--- src/rtl/hack_pkg.sv ---
// Shared Hack CPU definitions: C-instruction jump encodings and the PC halt-detector state type.
// Imported by the program-counter slice and, later, by the decode stage.
package hack_pkg;

    localparam logic [2:0] JNULL = 3'b000;
    localparam logic [2:0] JGT   = 3'b001;
    localparam logic [2:0] JEQ   = 3'b010;
    localparam logic [2:0] JGE   = 3'b011;
    localparam logic [2:0] JLT   = 3'b100;
    localparam logic [2:0] JNE   = 3'b101;
    localparam logic [2:0] JLE   = 3'b110;
    localparam logic [2:0] JMP   = 3'b111;

    typedef enum logic {PC_RUN, PC_HALT} pc_state_t;

endpackage

--- src/rtl/pc_jump_unit_if.sv ---
// Bus between the fetch/decode side and the program counter: jump request, flags and stall in,
// registered PC, taken pulse, halt flag and FSM state out.
interface pc_jump_unit_if #(parameter int WIDTH = 16);
    import hack_pkg::*;

    logic [WIDTH-1:0] a_in;
    logic [2:0]       jump_bits;
    logic             is_c_inst;
    logic             zr;
    logic             ng;
    logic             stall;
    logic [WIDTH-1:0] pc_out;
    logic             taken;
    logic             halted;
    pc_state_t        state_dbg;

    // No valid/ready pair here: the PC consumes its inputs on every non-stalled rising edge,
    // and stall=1 discards whatever request is presented that cycle.
    modport master (
        output a_in, jump_bits, is_c_inst, zr, ng, stall,
        input  pc_out, taken, halted, state_dbg
    );

    modport slave (
        input  a_in, jump_bits, is_c_inst, zr, ng, stall,
        output pc_out, taken, halted, state_dbg
    );

endinterface

--- src/rtl/pc_jump_unit_jump_cond.sv ---
// Combinational jump decision from the C-instruction jump bits {j1,j2,j3} and the ALU flags.
module jump_cond (
    input  logic [2:0] jump_bits,
    input  logic       zr,
    input  logic       ng,
    input  logic       is_c_inst,
    output logic       take
);

    // j1: result < 0, j2: result == 0, j3: result > 0
    always_comb begin
        take = is_c_inst & ((jump_bits[2] & ng) |
                            (jump_bits[1] & zr) |
                            (jump_bits[0] & ~zr & ~ng));
    end

endmodule

--- src/rtl/pc_jump_unit.sv ---
// Hack program counter with jump evaluation; define PC_HALT_DETECT_EN to add the
// self-loop ("@END; 0;JMP") halt detector FSM.
module pc_jump_unit
    import hack_pkg::*;
#(
    parameter int WIDTH      = 16,
    parameter int HALT_COUNT = 4
) (
    input  logic            clk,
    input  logic            reset_n,
    pc_jump_unit_if.slave   bus
);

    logic             take;
    logic             run;
    logic [WIDTH-1:0] pc_q, pc_d;
    logic             taken_q, taken_d;

    jump_cond u_jump_cond (
        .jump_bits (bus.jump_bits),
        .zr        (bus.zr),
        .ng        (bus.ng),
        .is_c_inst (bus.is_c_inst),
        .take      (take)
    );

`ifdef PC_HALT_DETECT_EN
    localparam int CNT_W = $clog2(HALT_COUNT + 1);

    pc_state_t         state_q, state_d;
    logic [CNT_W-1:0]  selfcnt_q, selfcnt_d;
    logic              halted_q, halted_d;
    logic              self_jump;

    always_comb begin
        state_d   = state_q;
        selfcnt_d = selfcnt_q;
        halted_d  = halted_q;
        self_jump = take & (bus.a_in == pc_q) & ~bus.stall;
        // HALT is terminal; stalled cycles leave the count untouched.
        if (state_q == PC_RUN && !bus.stall) begin
            if (self_jump) begin
                if (int'(selfcnt_q) < HALT_COUNT) begin
                    selfcnt_d = selfcnt_q + CNT_W'(1);
                end
                if (int'(selfcnt_q) + 1 >= HALT_COUNT) begin
                    state_d  = PC_HALT;
                    halted_d = 1'b1;
                end
            end else begin
                selfcnt_d = '0;
            end
        end
    end

    always_ff @(posedge clk or negedge reset_n) begin
        if (!reset_n) begin
            state_q   <= PC_RUN;
            selfcnt_q <= '0;
            halted_q  <= 1'b0;
        end else begin
            state_q   <= state_d;
            selfcnt_q <= selfcnt_d;
            halted_q  <= halted_d;
        end
    end

    assign run           = (state_q == PC_RUN);
    assign bus.halted    = halted_q;
    assign bus.state_dbg = state_q;
`else
    assign run           = 1'b1;
    assign bus.halted    = 1'b0;
    assign bus.state_dbg = PC_RUN;
`endif

    // Priority: stall > halted > jump > increment.
    always_comb begin
        pc_d    = pc_q;
        taken_d = taken_q;
        if (!bus.stall) begin
            if (!run) begin
                taken_d = 1'b0;
            end else if (take) begin
                pc_d    = bus.a_in;
                taken_d = 1'b1;
            end else begin
                pc_d    = pc_q + WIDTH'(1);
                taken_d = 1'b0;
            end
        end
    end

    always_ff @(posedge clk or negedge reset_n) begin
        if (!reset_n) begin
            pc_q    <= '0;
            taken_q <= 1'b0;
        end else begin
            pc_q    <= pc_d;
            taken_q <= taken_d;
        end
    end

    assign bus.pc_out = pc_q;
    assign bus.taken  = taken_q;

endmodule

--- src/flat_wrapper.sv ---
// flat-port wrapper written by rule: the top's interface ports become plain ports
module pc_jump_unit_flat import hack_pkg::*;
#(
    parameter int WIDTH      = 16,
    parameter int HALT_COUNT = 4
)
  (clk, reset_n, bus_a_in, bus_jump_bits, bus_is_c_inst, bus_zr, bus_ng, bus_stall, bus_pc_out, bus_taken, bus_halted, bus_state_dbg);
  pc_jump_unit_if #(.WIDTH(WIDTH)) bus_i ();
  input  logic clk;
  input  logic reset_n;
  input wire logic [$bits(bus_i.a_in)-1:0] bus_a_in;
  input wire logic [$bits(bus_i.jump_bits)-1:0] bus_jump_bits;
  input wire logic [$bits(bus_i.is_c_inst)-1:0] bus_is_c_inst;
  input wire logic [$bits(bus_i.zr)-1:0] bus_zr;
  input wire logic [$bits(bus_i.ng)-1:0] bus_ng;
  input wire logic [$bits(bus_i.stall)-1:0] bus_stall;
  output wire logic [$bits(bus_i.pc_out)-1:0] bus_pc_out;
  output wire logic [$bits(bus_i.taken)-1:0] bus_taken;
  output wire logic [$bits(bus_i.halted)-1:0] bus_halted;
  output wire logic [$bits(bus_i.state_dbg)-1:0] bus_state_dbg;
  assign bus_i.a_in = bus_a_in;
  assign bus_i.jump_bits = bus_jump_bits;
  assign bus_i.is_c_inst = bus_is_c_inst;
  assign bus_i.zr = bus_zr;
  assign bus_i.ng = bus_ng;
  assign bus_i.stall = bus_stall;
  assign bus_pc_out = bus_i.pc_out;
  assign bus_taken = bus_i.taken;
  assign bus_halted = bus_i.halted;
  assign bus_state_dbg = bus_i.state_dbg;
  pc_jump_unit #(.WIDTH(WIDTH), .HALT_COUNT(HALT_COUNT)) u_core (.clk(clk), .reset_n(reset_n), .bus(bus_i));
endmodule
--- config.mk ---
export PLATFORM = sky130hd
export DESIGN_NAME = pc_jump_unit_flat
export DESIGN_NICKNAME = d
export VERILOG_FILES = /design/src/rtl/hack_pkg.sv /design/src/rtl/pc_jump_unit_if.sv /design/src/rtl/pc_jump_unit_jump_cond.sv /design/src/rtl/pc_jump_unit.sv /design/src/flat_wrapper.sv
export SDC_FILE = /design/constraint.sdc
export NUM_CORES = 1
export LEC_CHECK = 0
export ABC_AREA = 0
export CORE_MARGIN = 5
export CORE_UTILIZATION = 43
export CTS_CLUSTER_SIZE = 30
export DETAILED_ROUTE_END_ITERATION = 6
export HOLD_SLACK_MARGIN = 0.05
export PLACE_DENSITY = 0.84
export SLEW_MARGIN = 30
export SYNTH_ARGS = -nofsm -noshare
export SYNTH_HDL_FRONTEND = slang
export SYNTH_HIERARCHICAL = 1
export SYNTH_SLANG_ARGS = --single-unit
--- constraint.sdc ---
create_clock -name clk -period 2.1 [get_ports clk]
set_clock_uncertainty 0.2 [all_clocks]
set_input_delay 0.21 -clock clk [delete_from_list [all_inputs] [get_ports clk]]
set_output_delay 0.21 -clock clk [all_outputs]
set_load 0.05 [all_outputs]
==> flow_summary.yaml <==
yosys:
  synth_edf_count: 0
  ys_warn_count: 6
  synth_top_cell_by_area: "dfrtp_1"
  synth.area.top_cells: "dfrtp_1 (38%), o21ai_0 (5.9%), nand2_1 (3.7%)"
  synth-async-reset-ratio_pct: 100
  yosys.area.top_type_share_pct: 38.4
  syn-cell-area_sq_um: 1110
  synthCells: 130
  ys_ff_latch: 17
  ys_types: 41
  ys_seq_area_share_pct: 38.4
  synth-main-ff-cell: "dfrtp_1"
  avgSynthCellArea_sq_um: 8.52
sta:
  setup_viol_count_final: 0
  finalMaxSlewViolations: 0
  tns_ns: 0
  max_clock_freq_ghz: 0.495
  grt_setup_unrepaired: "false"
  period_minus_slack_ns: 2.02
  post-route-period-util_pct: 96.1
  worstMarginPinSlew_ns: 0.506
  final_hold_viol_count: 0
  slew_headroom_pct: 66.2
clock_network:
  cts_hold_buffers: 0
  clkTransAtPathRegs_ns: 0.09
  insertion_delay_ns: 0.28
  cts_num_sinks: 17
  clockBufferDepth: 2
  cts_setup_buffers: 0
  numCtsBuffers: 3
  cts_tree: "done"
  ctsRootBufferMaster: "clkbuf_4"
  htree_levels: 1
final_layout:
  num-fill-cells: 228
  antennaDiodeCount: 0
  fin_cells: 205
  nets: 202
  drive_above_1_share_pct: 10.9
  fin_util_pct: 65.2
  area_delta_synth_final_pct: 45.9
  final_cell_mix: "clkdlybuf4s50_1 (39), dfrtp_1 (17), o21ai_0 (13)"
  final_common_cell: "clkdlybuf4s50_1"
detailed_routing:
  drt_iter0_drc: 51
  viasPerCell: 5.92
  wl_per_cell_um: 15.0
  vias: 1213
  first_pass_iters: 4
  drt_wl_total_um: 3080
  postRouteAntennaNets: 0
  drc_errors: 0
placed_design:
  numPortBuffers: 41
  numPlacedInstances: 201
  hpwl_um: 2330
  gp_congestion: 0.794
grt:
  track_usage_pct: 17.2
  grt-ovfl-total: 0
  grt_pass1_vias: 1170
  grt_max_degree: 33
  grt_antenna_before_repair: 0
  grt_pass1_wl_um: 4930
setup_path:
  critical-path-slowest-cell: "clkdlybuf4s50_1"
  crit_path_end_kind: "output port"
  critPathBufInv: 1
  crit_type: "reg2out"
  cp_max_fo: 8
  cp_top_family: "buffers and inverters"
  cpPeakStageDelay_ns: 0.85
  critPathArrivalTime_ns: 1.61
  critPathLaunchType: "flop"
  cp_cell_sequence: "clkdlybuf4s50_1"
  crit_required_ns: 1.69
floorplan:
  initial_core_util_pct: 44.7
  core.rowCount: 18
  fp.dieW_um: 60.7
  die_area_sq_um: 3690
  io_pins: 44
  core_sq_um: 2480
  die_y_um: 60.7
pwr:
  leakage_uw: 0.000621
  vdd_ir_drop_max_uv: 779
  cellPowerDensity_nw_per_um2: 916
hold_path:
  hold_path_class: "in2async"
flow_run:
  drv_cap: 0
run_status:
  outcome: "finished, final reports clean"
-- path summary, 6_finish.rpt --
path	startpoint	to	slack [ns]	depth (start not counted)
setup / recovery	u_core/bus.pc_out[2]$_DFFE_PN0N_	bus_pc_out[2]	0.08	1
hold / removal	reset_n	u_core/bus.pc_out[12]$_DFFE_PN0N_	0.07	2
setup reg to reg	u_core/bus.pc_out[0]$_DFFE_PN0N_	u_core/bus.pc_out[12]$_DFFE_PN0N_	0.18	5
hold reg to reg	u_core/bus.taken$_DFFE_PN0N_	u_core/bus.taken$_DFFE_PN0N_	0.31	2
max in group asynchronous	reset_n	u_core/bus.pc_out[2]$_DFFE_PN0N_	1.44	2
min in group clk	bus_a_in[12]	u_core/bus.pc_out[12]$_DFFE_PN0N_	0.30	3
-- registers in the layout, indices dropped and copies added (netlist names) --
register and flops:
u_core/bus.pc_out 16, u_core/bus.taken 1
-- power by group --
part	internal, uW	switching [uW]	total, uW
registers	407	140	547
logic	289	476	765
clock network	73.5	93.6	167
total	769	710	1480
-- final cells by class --
cell class	instances	area (sq um)	area share [%]
repair buffers	49	483	29.9
clock buffers	4	26.3	1.63
inverters	3	11.3	0.697
flip-flops and latches	17	425	26.3
well taps	30	37.5	2.32
multi-input cells	102	632	39.1
-- cells in the mapped netlist, types with 2 or more instances --
| cell | count |
|---|---|
| a21oi_1 | 7 |
| dfrtp_1 | 17 |
| inv_1 | 3 |
| o22ai_1 | 2 |
| o21ai_0 | 13 |
| mux2_2 | 2 |
| nand4_1 | 5 |
| a31oi_1 | 2 |
| nand2_1 | 11 |
| mux2i_1 | 2 |
| or4_1 | 2 |
| nor4_1 | 4 |
| and2_1 | 2 |
| nor3b_1 | 2 |
| nand3_1 | 7 |
| buf_4 | 3 |
| nand3b_1 | 2 |
| nor2b_1 | 3 |
| clkbuf_1 | 5 |
| nor3_1 | 4 |
| a22oi_1 | 4 |
| nor2_1 | 8 |
| a41oi_1 | 2 |
-- kinds of logic after synthesis --
| family | after synthesis | synth area share, % |
|---|---|---|
| flops | 17 | 38.4 |
| compound gates | 37 | 20.9 |
| simple gates | 58 | 30.2 |
| mux | 4 | 3.84 |
| other cells | 1 | 0.339 |
| fa+ha+maj | 1 | 1.13 |
| buf+inv | 12 | 5.20 |
-- layer usage --
| metal | wire length [um] | up-vias | track usage [%] |
|---|---|---|---|
| li1 | - | 579 | - |
| met1 | 1230 | 561 | 21.5 |
| met2 | 1510 | 69 | 31.9 |
| met3 | 327 | 4 | 2.34 |
| met4 | 12 | 0 | 2.79 |
| met5 | 0 | - | 0 |
-- stage by stage --
stage	hold WS, ns	power, uW	setup WS (ns)	area [sq um]
finish	0.0651	1480	0.0816	1620
global placement	0.271	1290	-0.00572	1590
floorplan	-0.286	1020	0.00302	1110
global route	0.0768	1560	0.0172	1620
detailed placement	0.288	1310	-0.0767	1590
CTS	0.0676	1480	0.0585	1610
-- what timing repair did --
action                                  4_1_cts  5_1_grt
endpoints found under the setup margin        0        1
gates resized for setup                       0        1
hold endpoints to repair                      0        0
(Power assumes the default switching activity.)
